===== config.mk =====
export PLATFORM = sky130hd
export DESIGN_NAME = bin2bcd_disp
export DESIGN_NICKNAME = d
export VERILOG_FILES = /design/src/rtl/bin2bcd_disp.sv
export SDC_FILE = /design/constraint.sdc
export NUM_CORES = 1
export LEC_CHECK = 0
export BUFFER_PORTS_ARGS = -buffer_cell sky130_fd_sc_hd__clkbuf_2
export CORE_MARGIN = 5
export CORE_UTILIZATION = 62
export CTS_CLUSTER_SIZE = 40
export DETAILED_ROUTE_END_ITERATION = 10
export PLACE_DENSITY = 0.86
export SETUP_SLACK_MARGIN = 0.4
export SYNTH_ARGS = -nofsm -noshare
export SYNTH_HDL_FRONTEND = slang
export SYNTH_SLANG_ARGS = --single-unit

===== constraint.sdc =====
create_clock -name clk -period 4.36 [get_ports clk]
set_input_delay 0.654 -clock clk [delete_from_list [all_inputs] [get_ports clk]]
set_output_delay 0.654 -clock clk [all_outputs]
set_load 0.05 [all_outputs]

===== src/rtl/bin2bcd_disp.sv =====
// Display-word feeder for the seven-segment scan driver.
// Decimal mode runs a 14-step double-dabble; hex mode passes the value through.
module bin2bcd_disp (
    input  logic        clk,
    input  logic        rst,
    input  logic        start,
    input  logic [15:0] bin,
    input  logic        hex_mode,
    output logic [15:0] disp_data,
    output logic        busy,
    output logic        done,
    output logic        ovf
);

    typedef enum logic {IDLE, CONV} state_t;

    state_t      state_q, state_d;
    logic [13:0] sr_q, sr_d;
    logic [15:0] acc_q, acc_d;
    logic [3:0]  cnt_q, cnt_d;
    logic [15:0] disp_q, disp_d;
    logic        busy_q, busy_d;
    logic        done_q, done_d;
    logic        ovf_q, ovf_d;

    logic [15:0] acc_adj;
    logic [29:0] shifted;

    function automatic logic [3:0] adj3(input logic [3:0] d);
        return (d >= 4'd5) ? d + 4'd3 : d;
    endfunction

    assign acc_adj = {adj3(acc_q[15:12]), adj3(acc_q[11:8]),
                      adj3(acc_q[7:4]),   adj3(acc_q[3:0])};
    assign shifted = {acc_adj, sr_q} << 1;

    always_comb begin
        state_d = state_q;
        sr_d    = sr_q;
        acc_d   = acc_q;
        cnt_d   = cnt_q;
        disp_d  = disp_q;
        busy_d  = busy_q;
        done_d  = 1'b0;
        ovf_d   = ovf_q;
        unique case (state_q)
            IDLE: begin
                if (start) begin
                    if (hex_mode) begin
                        disp_d = bin;
                        done_d = 1'b1;
                        ovf_d  = 1'b0;
                    end else if (bin > 16'd9999) begin
                        disp_d = 16'h9999;
                        done_d = 1'b1;
                        ovf_d  = 1'b1;
                    end else begin
                        sr_d    = bin[13:0];
                        acc_d   = 16'h0000;
                        cnt_d   = 4'd0;
                        busy_d  = 1'b1;
                        ovf_d   = 1'b0;
                        state_d = CONV;
                    end
                end
            end
            CONV: begin
                acc_d = shifted[29:14];
                sr_d  = shifted[13:0];
                cnt_d = cnt_q + 4'd1;
                // Last shift: publish the whole result in one step.
                if (cnt_q == 4'd13) begin
                    disp_d  = shifted[29:14];
                    done_d  = 1'b1;
                    busy_d  = 1'b0;
                    state_d = IDLE;
                end
            end
        endcase
    end

    always_ff @(posedge clk) begin
        if (rst) begin
            state_q <= IDLE;
            sr_q    <= '0;
            acc_q   <= '0;
            cnt_q   <= '0;
            disp_q  <= '0;
            busy_q  <= 1'b0;
            done_q  <= 1'b0;
            ovf_q   <= 1'b0;
        end else begin
            state_q <= state_d;
            sr_q    <= sr_d;
            acc_q   <= acc_d;
            cnt_q   <= cnt_d;
            disp_q  <= disp_d;
            busy_q  <= busy_d;
            done_q  <= done_d;
            ovf_q   <= ovf_d;
        end
    end

    assign disp_data = disp_q;
    assign busy      = busy_q;
    assign done      = done_q;
    assign ovf       = ovf_q;

endmodule


==> Word-level counts from Yosys, hierarchy flattened <==
Cells that the tools add are included.
W data, S select, Z words.
{ "word_totals": {"register_bits": 54, "in_bits": 20, "output_inout_bits": 19} }
{ "op_classes": {"muxes": 37, "order_cmp": 5, "n_bitwise": 1, "addsub": 5, "n_eq_ne": 6, "n_reduce_logical": 4} }
{ "ops": {"columns": ["cell", "count"], "rows": [
  ["$mux W16", 7],
  ["$pmux W16 S2", 2],
  ["$mux W14", 3],
  ["$pmux W14 S2", 1],
  ["$mux W4", 6],
  ["$ge A4 B3 Y1 const B", 4],
  ["$gt A16 B14 Y1 const B", 1],
  ["$mux W1", 13],
  ["$add A4 B2 Y4 const B", 3],
  ["$pmux W4 S2", 1],
  ["$ne A2 B2 Y1 const B", 3],
  ["$pmux W1 S2", 3],
  ["$reduce_and A3 Y1", 2],
  ["$add A4 B1 Y4 const B", 1],
  ["$eq A4 B4 Y1 const B", 1],
  ["$reduce_and A4 Y1", 1],
  ["$add A3 B2 Y3 const B", 1],
  ["$mux W3", 1],
  ["$ne A3 B3 Y1 const B", 1],
  ["$ne A2 B1 Y1 const B", 1],
  ["$reduce_and A2 Y1", 1],
  ["$not A1 Y1", 1]
]} }

==> Longest topological paths before layout <==
{ "logic_depth": {"word_depth": 5, "depth_mapped": 6, "ltp_nobuf": 6} }

==> Least setup slack after synthesis <==
Ideal clock, no wire load.
{ "synth_timing": {"path_kind": "input -> register", "start": "input port bin[7]", "end": "register disp_q[13] (netlist: disp_data[13])", "setup_ns": 0.123, "t_required_ns": 4.237, "setup_slack_ns": 2.384, "t_arrival_ns": 1.853, "path_stages": 4, "path_buffers": 0, "path_cell_list": "nor4_4 > o211ai_4 > a21oi_4 > mux2_1"} }
{ "synth_via": {"elab_chain_cells": 3} }
{ "synth_lines": {"columns": ["element", "line_no", "rtl"], "rows": [
  ["from (decl)", "7", "input logic [15:0] bin,"],
  ["$gt A16 B14 Y1", "53", "end else if (bin > 16'd9999) begin"],
  ["$ne A3 B3 Y1 (no line)", null, null],
  ["$reduce_and A3 Y1 (no line)", null, null],
  ["to (signal assigned)", "97", "disp_q <= disp_d;"],
  ["to (decl)", "21", "logic [15:0] disp_q, disp_d;"]
]} }
No other way between the ends.
A chain may end at the register's enable or synchronous reset.

==> Worst setup path in the final report <==
{ "layout_timing": {"start": "input port bin[6]", "end": "register acc_q[15]"} }
{ "layout_via": {"elab_chain_cells": 3} }
{ "layout_lines": {"columns": ["element", "line_no", "rtl"], "rows": [
  ["$gt A16 B14 Y1", "53", null],
  ["$ne A2 B2 Y1 (no line)", null, null],
  ["$reduce_and A3 Y1 (no line)", null, null],
  ["to (signal assigned)", "86", "acc_q <= '0;"],
  ["to (signal assigned)", "95", "acc_q <= acc_d;"],
  ["to (decl)", "19", "logic [15:0] acc_q, acc_d;"]
]} }
No other way between the ends.

==> impl_metrics.ini <==
[synthesis]
synth_sequential_area_ratio = 0.354
yosys_register_bits = 54
syn-num-nets = 371
synth_cells = 341
synth_async_sr_flop_share = 0
post_synth_num_cell_types = 53
dominant_cell_type_by_area_after_synthesis = sky130_fd_sc_hd__dfxtp_1
synth_ff_type = sky130_fd_sc_hd__dfxtp_1
synth-warning-count = 0
synth.avg_cell_area_sq_um = 8.96
yosys-top-cells-area = sky130_fd_sc_hd__dfxtp_1 35%, sky130_fd_sc_hd__ha_1 4.1%, sky130_fd_sc_hd__a21oi_1 3.9%
netlist.area_leader.share = 0.354
post_synth_instance_area_sq_um = 3060
synth_edf_count = 0

[min_path]
timing.hold.worst.class = reg -> reg
hold_path_depth = 2
worst_hold_startpoint = disp_data[11]$_SDFFE_PP0P_
worst_hold_path.endpoint = disp_data[11]$_SDFFE_PP0P_

[final_layout]
num-fill-cells = 381
area_growth_syn_to_layout_pct = 8.64
multi_input_comb_area_sq_um = 1770
layout.nets = 392
final_core_utilization = 0.698
antenna-diode-count = 0
drive_gt1_frac = 0.171
regArea_sq_um = 1080
final_cell_area_sq_um = 3320

[setup_path]
worst-endpoint-arrival_ns = 2.59
crit_start = bin[6]
rr_startpoint = state_q$_SDFF_PP0_
critPathKind = in -> reg
crit_path_start_kind = input port
worst_case_reg_to_reg_path_depth = 5
crit_path_end_kind = flop
critical_path_required_ns = 4.49
critical_path.max_fanout = 29
rr_endpoint = disp_data[1]$_SDFFE_PP0P_
reg2reg_setup_slack_ns = 2.18

[detailed_routing]
drt_first_pass_iters = 5
wl_mm = 7.79
drt_first_iter_violations = 297
via_per_inst = 6.61
wl_per_cell_um = 18.2
antenna_violating_nets_post_route = 0
met2_wirelength_mm = 3.56
route.top_layer_used = met4
vias = 2837
drc_errors = 0
met3RoutedLength_um = 499
met1Wirelength_mm = 3.57

[clock_tree]
cts.path.max_buffers = 2
post-cts-setup-buffer-count = 0
resized_gates_after_cts = 0
cts_hold_buffers = 0
cts-buffers-inserted = 5
cts-htree-levels = 2
clock_sink_count = 54
clk_pin_slew_ns = 0.09
clock_latency_ns = 0.30
root_buffer = sky130_fd_sc_hd__clkbuf_8
clock_tree_from_tritoncts = yes

[global_route]
grt_pass1_vias = 2623
maximum_number_of_pins_on_one_net_before_global_route_repair = 49
groute.usage.overall = 0.247
antenna_found_initial = 0
grt_pass1_wl_mm = 12.8
grt_overflow = 0

[timing]
report.final.slew_viol_count = 0
max_slew_margin = 0.341
timing.fmax_mhz = 405
timing.final.setup_violations = 0
timing_worst_slew_pin_value_ns = 0.983
finalClockSkew_ns = 0.00427
clock_period_minus_worst_slack_ns = 2.47
timing.setup.tns_ns = 0
hold_violations = 0
final_min_period_over_clock_period = 0.566
rsz_0062_raised_after_global_routing = false

[job]
drv_cap = 0

[floorplan]
die_area_sq_um = 6430
boundaryPins = 39
start_util = 0.643
die_width_um = 80.2
rows = 25
die_height_um = 80.2
core_region_area_sq_um = 4750

[place]
place_congestion = 0.932
dpl_cell_area_sq_um = 3240
detailed_place_hpwl_mm = 5.38
port_buffers = 38

[run_status]
outcome = completed

[power]
power-per-cell-area_nw_per_um2 = 287
cellLeakagePower_nw = 1.17
vdd_drop_max_mv = 0.189
layer usage:
layer  GRT usage  vias up
li1            -     1353
met1       0.346     1363
met2       0.384      109
met3      0.0426       12
met4      0.0828        0
met5           0        -
kinds of logic after synthesis:
family,after synthesis,share of synthesized area
flops,54,0.354
compound gates,128,0.319
buf+inv,49,0.0680
simple gates,83,0.161
fa+ha+maj,10,0.0410
mux,13,0.0459
xor+xnor,4,0.0115
placed cells by master, fill, tap and decap left out, drive strengths merged, types with 7 or more instances in the layout:
cell type / netlist / final
nand2: 19 / 19
clkbuf: 20 / 45
dfxtp: 54 / 54
o211ai: 17 / 17
a311oi: 10 / 10
inv: 17 / 17
a21oi: 25 / 25
o311a: 10 / 10
nand2b: 14 / 14
o32ai: 7 / 7
buf: 11 / 7
a211oi: 11 / 11
mux2: 8 / 8
ha: 10 / 10
o21ai: 13 / 13
a31oi: 8 / 8
cell usage after synthesis (5+ instances only):
library cell and number:
sky130_fd_sc_hd__dfxtp_1 54, sky130_fd_sc_hd__a21oi_1 24, sky130_fd_sc_hd__clkbuf_1 20, sky130_fd_sc_hd__nand2_1 19
sky130_fd_sc_hd__inv_1 17, sky130_fd_sc_hd__o211ai_1 16, sky130_fd_sc_hd__nand2b_1 14, sky130_fd_sc_hd__a211oi_1 10
sky130_fd_sc_hd__a311oi_1 10, sky130_fd_sc_hd__ha_1 10, sky130_fd_sc_hd__o311a_1 10, sky130_fd_sc_hd__a31oi_1 8
sky130_fd_sc_hd__o21ai_0 8, sky130_fd_sc_hd__o32ai_1 7, sky130_fd_sc_hd__nand3_1 6, sky130_fd_sc_hd__nand4_1 6
sky130_fd_sc_hd__nor2b_1 6, sky130_fd_sc_hd__o21a_1 6, sky130_fd_sc_hd__mux2i_1 5, sky130_fd_sc_hd__nor2_1 5
sky130_fd_sc_hd__nor3b_1 5
worst max path at each step:
stage,endpoint,slack (ns),cells after the start
2_1_floorplan,disp_data[13]$_SDFFE_PP0P_,2.38,4
3_3_place_gp,cnt_q[2]$_SDFFE_PP0P_,1.77,6
3_5_place_dp,acc_q[15]$_SDFFE_PP0P_,1.63,6
4_1_cts,acc_q[15]$_SDFFE_PP0P_,1.95,6
5_1_grt,acc_q[15]$_SDFFE_PP0P_,1.80,6
6_report,acc_q[15]$_SDFFE_PP0P_,1.89,6
critical path, cell delays in order:
cell,delay (ns)
sky130_fd_sc_hd__clkbuf_2,0.13
sky130_fd_sc_hd__nor4_4,0.46
sky130_fd_sc_hd__nor3_2,0.09
sky130_fd_sc_hd__buf_4,0.24
sky130_fd_sc_hd__o21ai_1,0.79
sky130_fd_sc_hd__a311oi_1,0.22
through the flow:
stage / instances / setup WS [ns] / total power, W / hold slack, ns
6_report: 429 / 1.89 / 0.000953 / 0.467
5_1_grt: 429 / 1.80 / 0.000990 / 0.491
4_1_cts: 429 / 1.95 / 0.000953 / 0.470
3_5_place_dp: 422 / 1.63 / 0.000696 / 0.456
3_3_place_gp: 422 / 1.77 / 0.000693 / 0.446
2_1_floorplan: 341 / 2.38 / 0.000647 / 0.445
flip-flops by register name, indices dropped and copies added, names as in the netlist:
signal and cells:
acc_q 16, disp_data 16, sr_q 14, cnt_q 4, busy 1, done 1, ovf 1, state_q 1
final cells by class:
cell class                      instances  area share
Multi-Input combinational cell        238       0.532
Sequential cell                        54       0.326
Timing Repair Buffer                   45      0.0731
Tap cell                               67      0.0253
Clock buffer                            7      0.0230
Inverter                               18      0.0204
power breakdown:
part	total (W)	internal, W	switching (W)
Combinational	0.000160	0.0000489	0.000112
Sequential	0.000525	0.000513	0.0000126
Clock	0.000268	0.000111	0.000156
Power figures use the tool's default switching activity.
